File: config.mk
export PLATFORM = sky130hd
export DESIGN_NAME = instr_sequencer_flat
export DESIGN_NICKNAME = d
export VERILOG_FILES = /design/src/rtl/imem_if.sv /design/src/rtl/instr_sequencer.sv /design/src/flat_wrapper.sv
export SDC_FILE = /design/constraint.sdc
export NUM_CORES = 1
export LEC_CHECK = 0
export ABC_AREA = 1
export CORE_MARGIN = 5
export CORE_UTILIZATION = 35
export DETAILED_ROUTE_END_ITERATION = 6
export MAX_ROUTING_LAYER = met4
export PLACE_DENSITY = 0.66
export RECOVER_POWER = 50
export SLEW_MARGIN = 20
export SYNTH_ARGS = -nofsm -noshare
export SYNTH_HDL_FRONTEND = slang
export SYNTH_SLANG_ARGS = --single-unit
File: constraint.sdc
create_clock -name clk -period 2.08 [get_ports clk]
set_input_delay 0.624 -clock clk [delete_from_list [all_inputs] [get_ports clk]]
set_output_delay 0.624 -clock clk [all_outputs]
set_load 0.05 [all_outputs]
File: src/rtl/imem_if.sv
// Program-memory read port of the cpuy instruction sequencer: a req/ack read
// handshake where ack may arrive in the same cycle as req.
interface imem_if #(
  parameter int PC_WIDTH = 8
);
  logic                req;
  logic [PC_WIDTH-1:0] addr;
  logic                ack;
  logic [7:0]          data;

  modport master (output req, addr, input ack, data);
  modport slave  (input req, addr, output ack, data);
endinterface

File: src/rtl/instr_sequencer.sv
// Fetch/decode/execute controller for the cpuy core: owns the PC, fetches opcodes and
// jump operands over imem, and turns ucode flags into one-cycle strobes. Option macro: SEQ_SINGLE_STEP_EN.
module instr_sequencer #(
  parameter int                  PC_WIDTH     = 8,
  parameter logic [PC_WIDTH-1:0] RESET_VECTOR = '0
) (
  input  logic       clk,
  input  logic       rst,
  input  logic       run,
`ifdef SEQ_SINGLE_STEP_EN
  input  logic       step,
`endif
  imem_if.master     imem,
  output logic [7:0] opcode,
  input  logic       alu_operation,
  input  logic       alu_multibyte_result,
  input  logic       jump_operation,
  input  logic       jump_condition,
  input  logic       mov_operation,
  input  logic       destination_w,
  input  logic       destination_flags,
  input  logic       destination_memory,
  input  logic       destination_registers,
  input  logic       destination_ports,
  output logic       alu_en,
  output logic       w_we,
  output logic       flags_we,
  output logic       mem_we,
  output logic       reg_we,
  output logic       port_we,
  output logic       wb_hi,
  output logic       halted
);

  typedef enum logic [2:0] {
    S_HALT, S_FETCH, S_DECODE, S_OPERAND, S_EXEC, S_WB, S_WB_HI
  } state_t;

  state_t              state, state_nxt, boundary_nxt;
  logic [PC_WIDTH-1:0] pc, pc_inc;
  logic                start;
  logic                wb_phase;
  logic                unused_inputs;

`ifdef SEQ_SINGLE_STEP_EN
  // A step pulse leaves HALT just like run; with run still low the
  // instruction boundary sends the sequencer straight back to HALT.
  assign start = run | step;
`else
  assign start = run;
`endif

  assign pc_inc        = pc + PC_WIDTH'(1);
  assign imem.addr     = pc;
  assign halted        = (state == S_HALT);
  assign unused_inputs = mov_operation ^ (^imem.data);

  // NOTE: state-holding processes use non-blocking assignments so every
  // register samples pre-edge values, independent of process ordering.
  always_ff @(posedge clk or posedge rst) begin
    if (rst) state <= S_HALT;
    else     state <= state_nxt;
  end

  // Ack is only honoured in the two states that actually issue a request.
  always_ff @(posedge clk or posedge rst) begin
    if (rst) begin
      pc     <= RESET_VECTOR;
      opcode <= 8'h00;
    end else if (state == S_FETCH && imem.ack) begin
      opcode <= imem.data;
      pc     <= pc_inc;
    end else if (state == S_OPERAND && imem.ack) begin
      pc     <= jump_condition ? imem.data[PC_WIDTH-1:0] : pc_inc;
    end
  end

  // NOTE: every output of this block gets a default first, so no path
  // through the case can leave a signal unassigned and infer a latch.
  always_comb begin
    state_nxt    = state;
    boundary_nxt = run ? S_FETCH : S_HALT;
    imem.req     = 1'b0;
    alu_en       = 1'b0;
    wb_phase     = 1'b0;
    wb_hi        = 1'b0;
    unique case (state)
      S_HALT:    if (start) state_nxt = S_FETCH;
      S_FETCH: begin
        imem.req = 1'b1;
        if (imem.ack) state_nxt = S_DECODE;
      end
      S_DECODE:  state_nxt = jump_operation ? S_OPERAND : S_EXEC;
      S_OPERAND: begin
        imem.req = 1'b1;
        if (imem.ack) state_nxt = boundary_nxt;
      end
      S_EXEC: begin
        alu_en    = alu_operation;
        state_nxt = S_WB;
      end
      S_WB: begin
        wb_phase  = 1'b1;
        state_nxt = (alu_operation && alu_multibyte_result) ? S_WB_HI : boundary_nxt;
      end
      S_WB_HI: begin
        wb_phase  = 1'b1;
        wb_hi     = 1'b1;
        state_nxt = boundary_nxt;
      end
      default:   state_nxt = S_HALT;
    endcase
  end

  assign w_we     = wb_phase & destination_w;
  assign flags_we = wb_phase & destination_flags;
  assign mem_we   = wb_phase & destination_memory;
  assign reg_we   = wb_phase & destination_registers;
  assign port_we  = wb_phase & destination_ports;

endmodule

File: src/flat_wrapper.sv
// flat-port wrapper written by rule: the top's interface ports become plain ports
module instr_sequencer_flat 
#(
  parameter int                  PC_WIDTH     = 8,
  parameter logic [PC_WIDTH-1:0] RESET_VECTOR = '0
)
  (clk, rst, run, opcode, alu_operation, alu_multibyte_result, jump_operation, jump_condition, mov_operation, destination_w, destination_flags, destination_memory, destination_registers, destination_ports, alu_en, w_we, flags_we, mem_we, reg_we, port_we, wb_hi, halted, imem_req, imem_addr, imem_ack, imem_data);
  imem_if #(.PC_WIDTH(PC_WIDTH)) imem_i ();
  input  logic clk;
  input  logic rst;
  input  logic run;
  output logic [7:0] opcode;
  input  logic alu_operation;
  input  logic alu_multibyte_result;
  input  logic jump_operation;
  input  logic jump_condition;
  input  logic mov_operation;
  input  logic destination_w;
  input  logic destination_flags;
  input  logic destination_memory;
  input  logic destination_registers;
  input  logic destination_ports;
  output logic alu_en;
  output logic w_we;
  output logic flags_we;
  output logic mem_we;
  output logic reg_we;
  output logic port_we;
  output logic wb_hi;
  output logic halted;
  output wire logic [$bits(imem_i.req)-1:0] imem_req;
  output wire logic [$bits(imem_i.addr)-1:0] imem_addr;
  input wire logic [$bits(imem_i.ack)-1:0] imem_ack;
  input wire logic [$bits(imem_i.data)-1:0] imem_data;
  assign imem_req = imem_i.req;
  assign imem_addr = imem_i.addr;
  assign imem_i.ack = imem_ack;
  assign imem_i.data = imem_data;
  instr_sequencer #(.PC_WIDTH(PC_WIDTH), .RESET_VECTOR(RESET_VECTOR)) u_core (.clk(clk), .rst(rst), .run(run), .imem(imem_i), .opcode(opcode), .alu_operation(alu_operation), .alu_multibyte_result(alu_multibyte_result), .jump_operation(jump_operation), .jump_condition(jump_condition), .mov_operation(mov_operation), .destination_w(destination_w), .destination_flags(destination_flags), .destination_memory(destination_memory), .destination_registers(destination_registers), .destination_ports(destination_ports), .alu_en(alu_en), .w_we(w_we), .flags_we(flags_we), .mem_we(mem_we), .reg_we(reg_we), .port_we(port_we), .wb_hi(wb_hi), .halted(halted));
endmodule
# Word-level counts from Yosys, hierarchy flattened
# Index checks and enable logic that the tools add are counted.
# W data, S select, Z words.
[totals] regBits=19 in_bits=22 word_cells=40
[classes] addsub=1 n_eq_ne=9 n_mux=14 bitwise=5 n_reduce_logical=8
[ops] cell="$mux W8" count=3
[ops] cell="$pmux W3 S7" count=1
[ops] cell="$mux W3" count=5
[ops] cell="$eq A3 B3 Y1 const B" count=3
[ops] cell="$add A8 B1 Y8 const B" count=1
[ops] cell="$eq A3 B2 Y1 const B" count=2
[ops] cell="$ne A2 B2 Y1 const B" count=3
[ops] cell="$and A1 B1 Y1" count=5
[ops] cell="$mux W1" count=5
[ops] cell="$reduce_or A2 Y1" count=2
[ops] cell="$eq A3 B1 Y1 const B" count=1
[ops] cell="$logic_and A1 B1 Y1" count=3
[ops] cell="$logic_not A3 Y1" count=1
[ops] cell="$reduce_and A3 Y1" count=1
[ops] cell="$reduce_bool A2 Y1" count=1

# Depth between registers and ports, before layout
# Gate-level depths: netlist (run 1).
[depth] depth_word=4 mapped_depth=9

# Worst setup path before layout (run 1)
# No wires, ideal clock.
[synth_timing] path_kind="flip-flop to output port" start="register u_core.state[1]" end="output port flags_we" arrival_time_ns=1.505 t_required_ns=1.456 slack_ns=-0.049 path_stages_with_launch=6 path_cell_list="dfrtp_1 inv_1 nand2_1 a21oi_1 inv_1 nor2_1"
[synth_via] elab_chain_cells=4
[synth_lines] element="start, declared" line="instr_sequencer.sv:39" rtl="state_t state, state_nxt, boundary_nxt;"
[synth_lines] element="start signal, assigned" line="instr_sequencer.sv:62" rtl="else state <= state_nxt;"
[synth_lines] element="$eq A3 B3 Y1" line="instr_sequencer.sv:87" rtl="unique case (state)"
[synth_lines] element="$reduce_or A2 Y1 (no source line) *"
[synth_lines] element="$mux W1 *" line="instr_sequencer.sv:87"
[synth_lines] element="$and A1 B1 Y1 *" line="instr_sequencer.sv:116" rtl="assign flags_we = wb_phase & destination_flags;"
[synth_lines] element="end, declared" line="flat_wrapper.sv:25" rtl="output logic flags_we;"
# Mark *: on every way between the ends. The rest lies on a longest branch, timed or not.

# Worst setup path after layout (run 1)
[layout_timing] start="register u_core.state[1]" end="output port reg_we"
[layout_via] elab_chain_cells=4
[layout_lines] element="$eq A3 B3 Y1" line="instr_sequencer.sv:87"
[layout_lines] element="$reduce_or A2 Y1 (no source line) *"
[layout_lines] element="$mux W1 *" line="instr_sequencer.sv:87"
[layout_lines] element="$and A1 B1 Y1 *" line="instr_sequencer.sv:118" rtl="assign reg_we = wb_phase & destination_registers;"
[layout_lines] element="end, declared" line="flat_wrapper.sv:27" rtl="output logic reg_we;"
# Marked as above.

==> results of run 1 <==
state kept, by name, indices dropped and copies added (netlist names):
signal            cells
u_core.state          3
u_core.opcode         8
u_core.imem.addr      8
per-stage QoR:
stage	area [sq um]	utilization	hold slack, ns
after floorplan	1220	-	0.575
after global placement	1790	0.533	0.467
after detailed placement	1790	0.533	0.470
after CTS	1880	0.558	0.503
after global routing	1950	0.578	0.517
final	1950	0.578	0.495
power breakdown:
| group | total [uW] | leakage, uW | internal (uW) | switching, uW |
|---|---|---|---|---|
| clock | 192 | 0.0000177 | 71.6 | 120 |
| sequential | 732 | 0.000234 | 550 | 182 |
| combinational | 2240 | 0.000733 | 833 | 1410 |
cells in the final DEF, fill, tap and decap left out, types with 3 or more instances in the layout:
cell              n
nand2_1          65
inv_1            24
buf_4            24
clkdlybuf4s50_1  18
dfrtp_1          16
nand3_1          15
o21ai_0          11
buf_12           10
nor2_4            6
nor2_1            5
inv_2             3
nand2_2           3
clkinv_1          3
nand4_1           3
clkbuf_4          3
dfrtp_2           3
metal layers:
layer  vias up  track usage  part of all wire
li1        666            -                 -
met1       587        0.150              0.42
met2        38        0.221              0.48
met3         2       0.0465             0.089
met4         0       0.0456            0.0099
met5         -            -                 0
worst register-to-register path, delay by kind of cell, from the launching register on:
kind	cells	cell delay, ns
AO/OA/AOI/OAI	2	0.25
buffers and inverters	3	0.39
flip-flops	1	0.48
AND/OR/NAND/NOR	3	0.17
how the worst max path moves through the flow:
stage	to	slack, ns
after floorplan	flags_we	-0.05
after global placement	alu_en	-0.03
after detailed placement	alu_en	-0.04
after CTS	reg_we	-0.03
after global routing	reg_we	-0.11
final	reg_we	-0.02
kinds of logic (layout without fill, tap and decap cells):
family / Yosys count / in the layout
AO/OA/AOI/OAI: 17 / 17
buffers and inverters: 36 / 91
XOR/XNOR: 3 / 3
AND/OR/NAND/NOR: 105 / 105
flip-flops: 19 / 19
adder cells (fa/ha/maj): 1 / 1
final cells by class:
cell class                 instances  area [sq um]
tap                               46          57.6
inverter                          32           125
multi-input combinational        126           672
fill                             342          1420
clock buffer                       3          22.5
timing repair buffer              55           584
clock inverter                     1          5.00
sequential                        19           479
repair_timing:
action,in CTS,in global routing
resized for setup,13,14
pin swaps,0,3
hold buffers,0,0
setup endpoints to repair,7,9
setup buffers,3,3
hold endpoints to repair,0,0
==> metrics.csv, run 1 <==
stage,metric,value,unit
hold_path,hold_depth,2,
global_routing,grt-ovfl-total,0,
sta,setup_viol,1,
worst_setup_path,ff2ff_path_depth,8,
placed_design,dp_slack,-0.0397,ns
floorplanning,fp.dieH,69.1,um
pwr,p_total,3170,uW
worst_setup_path,path_max_fanout,5,
global_routing,antenna_found_initial,0,
clock_tree,clk_pin_slew,0.12,ns
run,drv_cap,0,
synthesis,synth_top_family_by_area,simple AND/OR/NAND/NOR gates,
worst_setup_path,cp_slowest_stage_delay,0.48,ns
pwr,vdd_drop_max,1.02,mV
worst_setup_path,cpMaxStageDelayCell,dfrtp_2,
finish,nets,260,
sta,clock_skew,0.00439,ns
routing,drtIter0Drc,107,
routing,drtAntennaViolNets,0,
pwr,power_density,1630,nW/um^2
floorplanning,initial_core_util,0.363,
synthesis,synth_compound_area_frac,0.0788,
routing,vias,1293,
placed_design,placed_cells_incl_taps,272,
outcome,outcome,"complete, but fails checks",
finish,antenna_cells,0,
worst_setup_path,r2r-end,u_core.state[0],
placed_design,place_hpwl,2320,um
global_routing,grt_max_degree,26,
sta,rsz0062_at_grt,true,
sta,tns,-0.0210,ns
hold_path,holdPathEnd,u_core.opcode[1],
clock_tree,cts_root_buf,clkbuf_4,
routing,via_per_inst,4.59,
synthesis,synth_seq_cells,19,
routing,drt_pass1_iterations,4,
synthesis,ys_top_cells_by_count,"nand2_1, inv_1, dfrtp_1, nand3_1, nor2_1",
synthesis,synth_fa_ha_area_frac,0.0102,
placed_design,numPortBuffers,45,
hold_path,hp-class,register to register,
sta,fmax,476,MHz
synthesis,syn_area,1220,sq um
global_routing,grt_pass1_vias,1183,
synthesis,synth.most_common_cell,nand2_1,
synthesis,synth_edf_count,0,
clock_tree,htreeDepth,1,
worst_setup_path,path_depth,6,
sta,hold_violations,0,
sta,slew_headroom,0.296,
sta,slew_viol_final,0,
floorplanning,std_cell_rows,21,
worst_setup_path,cp-start-kind,register,
routing,drc,0,
synthesis,syn_inst,181,
clock_tree,insertion_delay,0.30,ns
worst_setup_path,ff2ff_setup_slack,0.70,ns
sta,finalWorstSetupSlack,-0.0210,ns
synthesis,yosysSeqAreaShare,0.389,
clock_tree,tritoncts,yes,
finish,final_cells,282,
synthesis,ys_warn_count,0,
worst_setup_path,crit_family,flip-flops,
global_routing,grtUsageTotal,0.134,
sta,fin_crit_sh,1.01,
worst_setup_path,startpoint,u_core.state[1],
worst_setup_path,cp_cell_sequence,"inv_4, nand2_4, a21oi_4, inv_4, nor2_4, buf_12",
worst_setup_path,critPathBufInv,3,
outcome,violations,negative setup slack,
routing,wl,3150,um
placed_design,gp_congestion,0.867,
floorplanning,ios,47,
floorplanning,fp.dieArea,4770,sq um
pwr,p_leak,0.000984,uW
floorplanning,core_area,3360,sq um
synthesis,async_flop_share,1.00,
synthesis,synth_xor_area_frac,0.0215,
synthesis,synthMuxAreaShare,0,
hold_path,hold_path.startpoint,u_core.opcode[1],
worst_setup_path,worstSetupPathType,register to output port,
synthesis,synth_area_leaders,"dfrtp_1, nand2_1, inv_1, nand3_1, o21ai_0",
floorplanning,dieWidth,69.1,um
finish,layout-drive-gt1-share,0.267,
worst_setup_path,end_kind,output port,
synthesis,syn-num-nets,204,
synthesis,synth_top_area_cell,dfrtp_1,
worst_setup_path,r2r_start,u_core.state[1],
synthesis,synth_flop_cell,dfrtp_1,
worst_setup_path,crit_top_cell,inv_4,
synthesis,synth.top_cell.area_share,0.389,
synthesis,yosys.area_share.simple,0.377,
worst_setup_path,cp_data_required_time,1.46,ns
routing,drt-wirelength-per-cell,11.2,um
sta,layout_min_cycle_time,2.10,ns
clock_tree,cts.sinks,19,
synthesis,yosysUniqueCellTypes,26,
worst_setup_path,worstPathArrival,1.48,ns
sta,tightest_slew,1.06,ns
clock_tree,clock_path_buffers,2,
synthesis,syn_avg_cell_area,6.75,sq um
global_routing,grt_pass1_wl,5200,um
finish,syn_to_final_growth,59.2,%
clock_tree,cts_buffers,3,
No activity file was read; power rests on OpenSTA's default activity.
==> inputs of run 2 (changes only) <==
--- a/config.mk
+++ b/config.mk
@@ -5,12 +5,11 @@
 export SDC_FILE = /design/constraint.sdc
 export NUM_CORES = 1
 export LEC_CHECK = 0
-export ABC_AREA = 1
 export CORE_MARGIN = 5
 export CORE_UTILIZATION = 35
 export DETAILED_ROUTE_END_ITERATION = 6
 export MAX_ROUTING_LAYER = met4
-export PLACE_DENSITY = 0.66
+export PLACE_DENSITY = 0.68
 export RECOVER_POWER = 50
 export SLEW_MARGIN = 20
 export SYNTH_ARGS = -nofsm -noshare
==> run 2 against run 1 <==
The run now ends clean. Via count fell by 17%. Wire length fell by 7.8%. Synthesized cell count fell by 40%. Global-route usage rose by 0.90 points. Flip-flop and latch count did not move. Cell area fell by 9.8%. Clock skew rose by 0.0018 ns. Die area fell by 7.9%. Clock power barely moved. Critical path depth fell by 3. Hold slack barely moved. Critical endpoint unchanged.
==> metrics.csv, run 2 <==
stage,metric,value,unit
synthesis,yosysUniqueCellTypes,44,
global_routing,antenna_found_initial,0,
outcome,outcome,"finished, final reports clean",
clock_tree,cts.sinks,19,
sta,clock_skew,0.00616,ns
sta,fmax,489,MHz
synthesis,async_flop_share,1.00,
worst_setup_path,cp-start-kind,input pin,
synthesis,syn-num-nets,131,
global_routing,grt_pass1_vias,1037,
finish,n_fill_cell,273,
finish,nets,186,
floorplanning,std_cell_rows,20,
routing,drt_pass1_iterations,4,
clock_tree,tritoncts,yes,
clock_tree,insertion_delay,0.30,ns
synthesis,synth_top_area_cell,dfrtp_1,
synthesis,synth_seq_cells,19,
routing,vias,1068,
sta,slew_viol_final,0,
pwr,vdd_drop_max,0.782,mV
global_routing,grtUsageTotal,0.143,
synthesis,synth.top_cell.area_share,0.428,
global_routing,grt_pass1_wl,4710,um
hold_path,hold_depth,1,
synthesis,ys_top_cells_by_count,"dfrtp_1, nand2_1, and3_1, mux2_2, nand3_1",
sta,timing.hold.ws,0.496,ns
worst_setup_path,cp_slowest_stage_delay,0.45,ns
clock_tree,cts_root_buf,clkbuf_4,
clock_tree,cts_buffers,3,
finish,final_cell_mix,"buf_4, clkdlybuf4s50_1, dfrtp_1, buf_12, clkbuf_1",
floorplanning,dieWidth,66.3,um
synthesis,synth_edf_count,0,
routing,drtAntennaViolNets,0,
clock_tree,htreeDepth,1,
floorplanning,ios,47,
routing,drtIter0Drc,47,
routing,drt-wirelength-per-cell,14.1,um
finish,layout_commonest_cell,buf_4,
hold_path,hp-class,register to register,
placed_design,numPortBuffers,45,
clock_tree,holdBufCountCts,0,
floorplanning,fp.dieArea,4400,sq um
worst_setup_path,worstPathArrival,1.42,ns
routing,via_per_inst,5.18,
sta,tightest_slew,1.03,ns
pwr,p_leak,0.000742,uW
pwr,p_total,2910,uW
synthesis,syn_area,1110,sq um
worst_setup_path,end_kind,output port,
worst_setup_path,path_max_fanout,1,
synthesis,syn_inst,108,
sta,fin_crit_sh,0.984,
placed_design,place_hpwl,2210,um
floorplanning,initial_core_util,0.364,
synthesis,yosysSeqAreaShare,0.428,
sta,setup_viol,0,
run,drv_cap,0,
synthesis,ys_warn_count,0,
worst_setup_path,ff2ff_path_depth,5,
worst_setup_path,cp_cell_sequence,"clkdlybuf4s50_1, and3_1, buf_12",
global_routing,grt_max_degree,20,
clock_tree,clock_path_buffers,2,
finish,final_cells,206,
worst_setup_path,cp_data_required_time,1.46,ns
routing,drc,0,
synthesis,syn_avg_cell_area,10.3,sq um
sta,hold_violations,0,
synthesis,synth_flop_cell,dfrtp_1,
synthesis,synth_area_leaders,"dfrtp_1, mux2_2, and3_1, mux2_1, nand3_1",
finish,antenna_cells,0,
synthesis,synth.most_common_cell,dfrtp_1,
finish,multi_input_area,611,sq um
floorplanning,fp.dieH,66.3,um
placed_design,gp_congestion,0.866,
worst_setup_path,cpMaxStageDelayCell,clkdlybuf4s50_1,
routing,wl,2900,um
sta,slew_headroom,0.316,
global_routing,grt-ovfl-total,0,
sta,rsz0062_at_grt,true,
finish,layout-drive-gt1-share,0.315,
floorplanning,core_area,3050,sq um
clock_tree,clk_pin_slew,0.11,ns
placed_design,placed_cells_incl_taps,199,
worst_setup_path,worstSetupPathType,input pin to output port,
pwr,power_density,1660,nW/um^2
finish,syn_to_final_growth,58.1,%
finish,seqCellArea,479,sq um
sta,layout_min_cycle_time,2.05,ns
## run 2: kinds of logic (layout without fill, tap and decap cells)
family | count (synthesis) | in the layout | share of synthesized area
AO/OA/AOI/OAI | 32 | 32 | 0.210
flip-flops | 19 | 19 | 0.428
XOR/XNOR | 1 | 1 | 0.00789
buffers and inverters | 11 | 65 | 0.0564
multiplexers | 10 | 10 | 0.100
AND/OR/NAND/NOR | 34 | 34 | 0.186
adder cells (fa/ha/maj) | 1 | 1 | 0.0113
## run 2: routing by layer
metal | share of wire | GRT usage | vias up | routed length, um
li1 | - | - | 508 | -
met1 | 0.43 | 0.175 | 508 | 1240
met2 | 0.47 | 0.221 | 50 | 1360
met3 | 0.093 | 0.0391 | 2 | 269
met4 | 0.0093 | 0.0609 | 0 | 27
met5 | 0 | - | - | 0
## run 2: cell type report
| type | instances | share of cell area |
|---|---|---|
| clock buffers | 4 | 0.0150 |
| inverters | 5 | 0.0107 |
| multi-input cells | 78 | 0.348 |
| flip-flops and latches | 19 | 0.273 |
| well taps | 44 | 0.0314 |
| repair buffers | 56 | 0.322 |
## run 2: path summary, 6_finish.rpt
| kind | startpoint | end | slack (ns) |
|---|---|---|---|
| setup / recovery | destination_registers | reg_we | 0.03 |
| hold / removal | u_core.opcode[3] | u_core.opcode[3] | 0.50 |
| setup reg to reg | u_core.state[0] | u_core.imem.addr[4] | 0.45 |
| hold reg to reg | u_core.opcode[3] | u_core.opcode[3] | 0.50 |
| max in group asynchronous | rst | u_core.state[1] | 0.33 |
| min in group asynchronous | rst | u_core.opcode[3] | 1.07 |
## run 2: stage by stage
step | instance area [sq um] | utilization | worst slack (ns) | setup TNS (ns)
floorplan | 1130 | - | -0.177 | -0.177
finish | 1750 | 0.575 | 0.0339 | 0
global route | 1750 | 0.575 | -0.0332 | -0.151
global placement | 1700 | 0.556 | -0.208 | -0.208
CTS | 1740 | 0.570 | 0.00498 | 0
detailed placement | 1700 | 0.556 | -0.247 | -0.247
## run 2: repair_timing
action	CTS	global route
gates cloned	0	0
setup buffers	0	3
gates resized for setup	5	2
pin swaps	1	1
endpoints found under the setup margin	6	8
## run 2: power by group
group          internal (uW)  switching (uW)
Clock                   74.6             114
Combinational            768            1200
Sequential               556             204
Total                   1400            1520
## run 2: worst max-delay path, delay by kind of cell
kind / cells / cell delay [ns]
buffers and inverters: 2 / 0.60
AND/OR/NAND/NOR: 1 / 0.20
